**src/rtl/interconnect_config_loader.sv**
```systemverilog
// interconnect_config_loader
// Bit-serial loader for the interconnect selector codes. Shifts in NUM_SEL
// 5-bit codes MSB first, range-checks the whole frame, then commits it to
// interconnect_switch_bus on the same edge that releases prgm_b/CLB_prgm_b.
// Optional feature macro: CFG_PARITY_EN (adds one even-parity bit per code).
module interconnect_config_loader #(
   parameter int NUM_SEL = 4,
   parameter int SEL_W   = 5
) (
   input  logic                     clk,
   input  logic                     rst,
   input  logic                     start,
   input  logic                     cfg_bit,
   input  logic                     cfg_valid,
   output logic                     cfg_ready,
   output logic [NUM_SEL*SEL_W-1:0] interconnect_switch_bus,
   output logic                     prgm_b,
   output logic                     CLB_prgm_b,
   output logic                     cfg_done,
   output logic                     cfg_err
);

   localparam int SC_W = (NUM_SEL > 1) ? $clog2(NUM_SEL) : 1;
   localparam int BC_W = $clog2(SEL_W);
   localparam logic [SC_W-1:0]  LAST_SEL = SC_W'(NUM_SEL - 1);
   localparam logic [BC_W-1:0]  LAST_BIT = BC_W'(SEL_W - 1);
   localparam logic [SEL_W-1:0] MAX_CODE = SEL_W'(23);  // 5'b10111, highest routable input
   localparam logic [SEL_W-1:0] UNUSED   = '1;          // 5'b11111, "input unused"

`ifdef CFG_PARITY_EN
   typedef enum logic [2:0] {
      S_IDLE  = 3'd0,
      S_SHIFT = 3'd1,
      S_PAR   = 3'd2,
      S_CHECK = 3'd3,
      S_DONE  = 3'd4,
      S_ERROR = 3'd5
   } state_t;
`else
   typedef enum logic [2:0] {
      S_IDLE  = 3'd0,
      S_SHIFT = 3'd1,
      S_CHECK = 3'd3,
      S_DONE  = 3'd4,
      S_ERROR = 3'd5
   } state_t;
`endif

   state_t            state;
   logic [BC_W-1:0]   bit_cnt;
   logic [SC_W-1:0]   sel_cnt;
   logic              frame_end;   // last bit of the frame taken, shadow settles this cycle
   logic              par_err;
   logic [SEL_W-1:0]  shreg;
   logic [SEL_W-1:0]  shadow [NUM_SEL];
   logic              accept;
   logic              frame_ok;

   // Reserved codes 11000..11110 are the only illegal values.
   function automatic logic code_ok(input logic [SEL_W-1:0] code);
      return (code <= MAX_CODE) || (code == UNUSED);
   endfunction

   // Even parity: the code bits plus the parity bit XOR to zero.
   function automatic logic parity_ok(input logic [SEL_W-1:0] code, input logic pbit);
      return (^code) == pbit;
   endfunction

   assign accept = cfg_valid && cfg_ready;

   // Whole-frame range check over the shadow codes
   always_comb begin
      frame_ok = 1'b1;
      for (int i = 0; i < NUM_SEL; i++) begin
         if (!code_ok(shadow[i])) frame_ok = 1'b0;
      end
   end

   // Shift register and shadow capture; data only, no reset needed since every
   // shadow entry is rewritten before a frame is checked
   always_ff @(posedge clk) begin
      if (accept && (state == S_SHIFT)) begin
         shreg <= {shreg[SEL_W-2:0], cfg_bit};
         if (bit_cnt == LAST_BIT) shadow[sel_cnt] <= {shreg[SEL_W-2:0], cfg_bit};
      end
   end

   // Load sequencer with registered handshake, status and committed bus
   always_ff @(posedge clk) begin
      if (rst) begin
         state                   <= S_IDLE;
         bit_cnt                 <= '0;
         sel_cnt                 <= '0;
         frame_end               <= 1'b0;
         par_err                 <= 1'b0;
         interconnect_switch_bus <= '1;
         prgm_b                  <= 1'b0;
         CLB_prgm_b              <= 1'b1;
         cfg_ready               <= 1'b0;
         cfg_done                <= 1'b0;
         cfg_err                 <= 1'b0;
      end else begin
         cfg_done <= 1'b0;
         case (state)
            S_IDLE, S_DONE, S_ERROR: begin
               if (start) begin
                  state      <= S_SHIFT;
                  cfg_ready  <= 1'b1;
                  cfg_err    <= 1'b0;
                  prgm_b     <= 1'b0;
                  CLB_prgm_b <= 1'b1;
                  bit_cnt    <= '0;
                  sel_cnt    <= '0;
                  frame_end  <= 1'b0;
                  par_err    <= 1'b0;
               end
            end
            S_SHIFT: begin
               if (frame_end) begin
                  frame_end <= 1'b0;
                  state     <= S_CHECK;
               end else if (accept) begin
                  if (bit_cnt == LAST_BIT) begin
                     bit_cnt <= '0;
`ifdef CFG_PARITY_EN
                     state <= S_PAR;
`else
                     if (sel_cnt == LAST_SEL) begin
                        cfg_ready <= 1'b0;
                        frame_end <= 1'b1;
                     end else begin
                        sel_cnt <= sel_cnt + SC_W'(1);
                     end
`endif
                  end else begin
                     bit_cnt <= bit_cnt + BC_W'(1);
                  end
               end
            end
`ifdef CFG_PARITY_EN
            S_PAR: begin
               if (frame_end) begin
                  frame_end <= 1'b0;
                  state     <= S_CHECK;
               end else if (accept) begin
                  if (!parity_ok(shreg, cfg_bit)) par_err <= 1'b1;
                  if (sel_cnt == LAST_SEL) begin
                     cfg_ready <= 1'b0;
                     frame_end <= 1'b1;
                  end else begin
                     sel_cnt <= sel_cnt + SC_W'(1);
                     state   <= S_SHIFT;
                  end
               end
            end
`endif
            S_CHECK: begin
               if (frame_ok && !par_err) begin
                  for (int i = 0; i < NUM_SEL; i++) begin
                     interconnect_switch_bus[i*SEL_W +: SEL_W] <= shadow[i];
                  end
                  cfg_done   <= 1'b1;
                  prgm_b     <= 1'b1;
                  CLB_prgm_b <= 1'b0;
                  state      <= S_DONE;
               end else begin
                  cfg_err    <= 1'b1;
                  prgm_b     <= 1'b0;
                  CLB_prgm_b <= 1'b1;
                  state      <= S_ERROR;
               end
            end
            default: state <= S_IDLE;
         endcase
      end
   end

endmodule
```
**config.mk**
```make
export PLATFORM = sky130hd
export DESIGN_NAME = interconnect_config_loader
export DESIGN_NICKNAME = d
export VERILOG_FILES = /design/src/rtl/interconnect_config_loader.sv
export SDC_FILE = /design/constraint.sdc
export NUM_CORES = 1
export LEC_CHECK = 0
export CORE_ASPECT_RATIO = 1.2
export CORE_MARGIN = 5
export CORE_UTILIZATION = 48
export DETAILED_ROUTE_END_ITERATION = 10
export PLACE_DENSITY = 0.72
export SLEW_MARGIN = 20
export SYNTH_ARGS = -nofsm -noshare
export SYNTH_HDL_FRONTEND = slang
export SYNTH_SLANG_ARGS = --single-unit
```
**constraint.sdc**
```tcl
create_clock -name clk -period 2 [get_ports clk]
set_input_delay 0.4 -clock clk [delete_from_list [all_inputs] [get_ports clk]]
set_output_delay 0.4 -clock clk [all_outputs]
set_load 0.1 [all_outputs]
```
==> out/results.ini <==
[cells_and_area]
sequential_area_um2=1400
area_delta_synth_final_pct=20.6
fillCellCount=391
drive_gt1_frac=0.193
finish.net_count=250
multi_input_area_um2=842
antennaDiodeCount=0
finalNonFillerCells=302

[clock_tree]
cts_resized=0
tritoncts_num_sinks=58
ctsHtreeMaxLevel=3
maximum_clock_insertion_buffer_count=2
clk_latency_ns=0.33
hold_buffers=0
cts_root_buf=clkbuf_8
cts.repair_timing.setup_buffer_count=0
clk_transition_reported_paths_ns=0.06
cts_inserted_buffers=9
tritoncts=built

[synth]
synth_compound_area_frac=0.0680
synth_top_family_by_area=simple AND/OR/NAND/NOR gates
syn_area_um2=2300
yosys.cell_types.count=35
yosysSeqAreaShare=0.609
synth-xor-area-share=0
synth-edff-count=24
syn_inst=203
yosys.area_share.simple=0.176
synth_async_sr_flop_share=0
synth_adder_area_share=0.0326
synthesis.nets=214
yosys_warnings=0
yosys-mux-area-fraction=0.0870
yosys_register_bits=58
syn_avg_cell_area_um2=11.3
main_flop_type_after_synthesis=dfxtp_1

[critical_path]
maximum_fanout_encountered_on_the_critical_timing_path=7
cpMostUsedCell=buf_4
setup.worst_path.class=reg -> reg
timing.critical_path.required_ns=2.04
cp_delay_by_family_top=simple AND/OR/NAND/NOR gates
worst_path_max_delay_cell=or3b_1
timing.critical_path.arrival_ns=1.75
worstPathBufferInverterCount=2
critPathMaxStageDelay_ns=0.42
worstPathCellList=or3b_1 -> buf_4 -> nor4_1 -> buf_4
worst_setup_path_end_kind=register
critPathLaunchType=register

[die]
die-height_um=85.8
rows=27
die_area_um2=6280
dieWidth_um=73.2
coreArea_um2=4630
ios=30
initial_core_util=0.497

[global_routing]
grt_remaining_overflow=0
grtUsageTotal=0.141
pin_count_of_the_biggest_net_entering_global_routing=39
antenna_found_initial=0
first_global_vias=1521
grt_pass1_wl_um=6780

[detailed_routing]
wl_per_cell_um=13.2
remaining_drc_errors=0
vias=1511
post_drt_via_cell_ratio=5.00
route.top_layer_used=met4
met2_wire_length_um=1910
ant_nets=0
finalWirelength_um=3990
drt_first_iter_violations=63
dr_wl_met3_um=229
routedLengthMet1_um=1740
first_pass_iters=4

[place]
io_buffer_count=29
finalWeightedCongestion=0.819
placed_cells_incl_taps=286
dp_hpwl_um=2840

[sta]
timing.final.crit_share=0.855
worst_clock_skew_ns=0.00531
timing.final.crit_period_ns=1.71
timing.setup.tns_ns=0
report.final.hold_viol_count=0
unrepaired_setup_endpoints_after_global_routing=false
final-max-slew-violation-count=0
clock.fmax_mhz=585
worst_margin_pin_slew_ns=0.371
finalSetupViolations=0
max-slew-margin-rel=0.753

[worst_hold_path]
holdCritPathClass=in -> reg

[flow_run]
drv.max_cap_violation_count=0

[pwr]
power.density_nw_per_um2=778
irDropWorstVdd_mv=0.447
leakagePower_nw=0.967

[outcome]
run_status=finished, final reports clean

## per-layer routing
| layer | GRT usage | up-vias |
|---|---|---|
| li1 | - | 784 |
| met1 | 0.161 | 682 |
| met2 | 0.225 | 33 |
| met3 | 0.0504 | 12 |
| met4 | 0.0839 | 0 |
| met5 | 0 | - |
## cells by family (layout without fill, tap and decap cells)
family,Yosys count,in the layout
adders and majority gates,6,6
buffers and inverters,14,55
muxes,20,20
and+or+nand+nor,81,81
DFF,58,58
AOI/OAI and AO/OA,24,24
## layout make-up
class	instances	area share
clock buffer	11	0.0474
clock inverter	5	0.00767
inverter	5	0.00677
multi-input combinational	131	0.304
sequential	58	0.506
tap	58	0.0262
timing repair buffer	34	0.103
## power by group
part           total (W)  switching [W]  internal, W
clock           0.000841       0.000409     0.000432
sequential       0.00124     0.00000524      0.00123
combinational  0.0000812      0.0000541    0.0000271
## worst register-to-register path, stage by stage (launching register included)
cell and delay, ns:
dfxtp_1 0.35, or3b_1 0.42, buf_4 0.18, nor4_1 0.28, buf_4 0.20
## synth_stat cells (2+ instances only)
cell type | number | share of area
mux2i_1 | 20 | 0.087
ha_1 | 6 | 0.033
nand2_1 | 6 | 0.0098
inv_1 | 5 | 0.0082
nand3b_1 | 3 | 0.0098
a221oi_1 | 2 | 0.0076
a21oi_1 | 9 | 0.020
nor2_1 | 45 | 0.073
and2_1 | 5 | 0.014
o21bai_1 | 2 | 0.0065
o21ai_1 | 3 | 0.0065
edfxtp_1 | 24 | 0.31
nand3_1 | 6 | 0.013
clkbuf_1 | 6 | 0.0098
or3_1 | 2 | 0.0054
a22oi_1 | 2 | 0.0065
nor4_1 | 2 | 0.0054
a32o_1 | 2 | 0.0087
buf_4 | 3 | 0.0098
nor3_1 | 2 | 0.0044
dfxtp_1 | 34 | 0.30
## final timing paths
path | start | to | slack [ns] | cells past startpoint
worst max-delay path | state[1] | shadow[3][4] | 0.29 | 4
worst max register to register | state[1] | shadow[3][4] | 0.29 | 4
worst min register to register | prgm_b | prgm_b | 0.48 | 2
worst min-delay path | rst | bit_cnt[0] | 0.46 | 2
## flip-flops by register name, summed over array words and instances (netlist names)
register                 cells
CLB_prgm_b                   1
bit_cnt                      3
cfg_done                     1
cfg_err                      1
cfg_ready                    1
frame_end                    1
interconnect_switch_bus     20
prgm_b                       1
sel_cnt                      2
shadow                      20
shreg                        4
state                        3
## per-stage QoR
step           utilization  cell area, µm²  total power [W]  hold slack (ns)  setup WS (ns)
6_report             0.599            2770          0.00216            0.463          0.290
5_1_grt              0.599            2770          0.00225            0.491          0.242
4_1_cts              0.599            2770          0.00219            0.459          0.288
3_5_place_dp         0.566            2620          0.00134            0.454          0.157
3_3_place_gp         0.566            2620          0.00134            0.450          0.182
2_1_floorplan            -            2300          0.00132            0.459         0.0866
## cells in the final DEF, fill, tap and decap left out, drive strengths merged, types with 2 or more instances in the layout
master	instances
a221oi	2
nor4	2
a32o	2
clkinv	5
inv	5
or3	2
a21oi	9
nor2	45
or3b	2
nand3	6
nor3	4
buf	31
o21ai	3
clkbuf	11
o21bai	2
nand2	6
dfxtp	34
a22oi	2
clkdlybuf4s50	3
nand3b	3
and2	5
edfxtp	24
ha	6
nor3b	2
mux2i	20
Power figures use the tool's default switching activity.
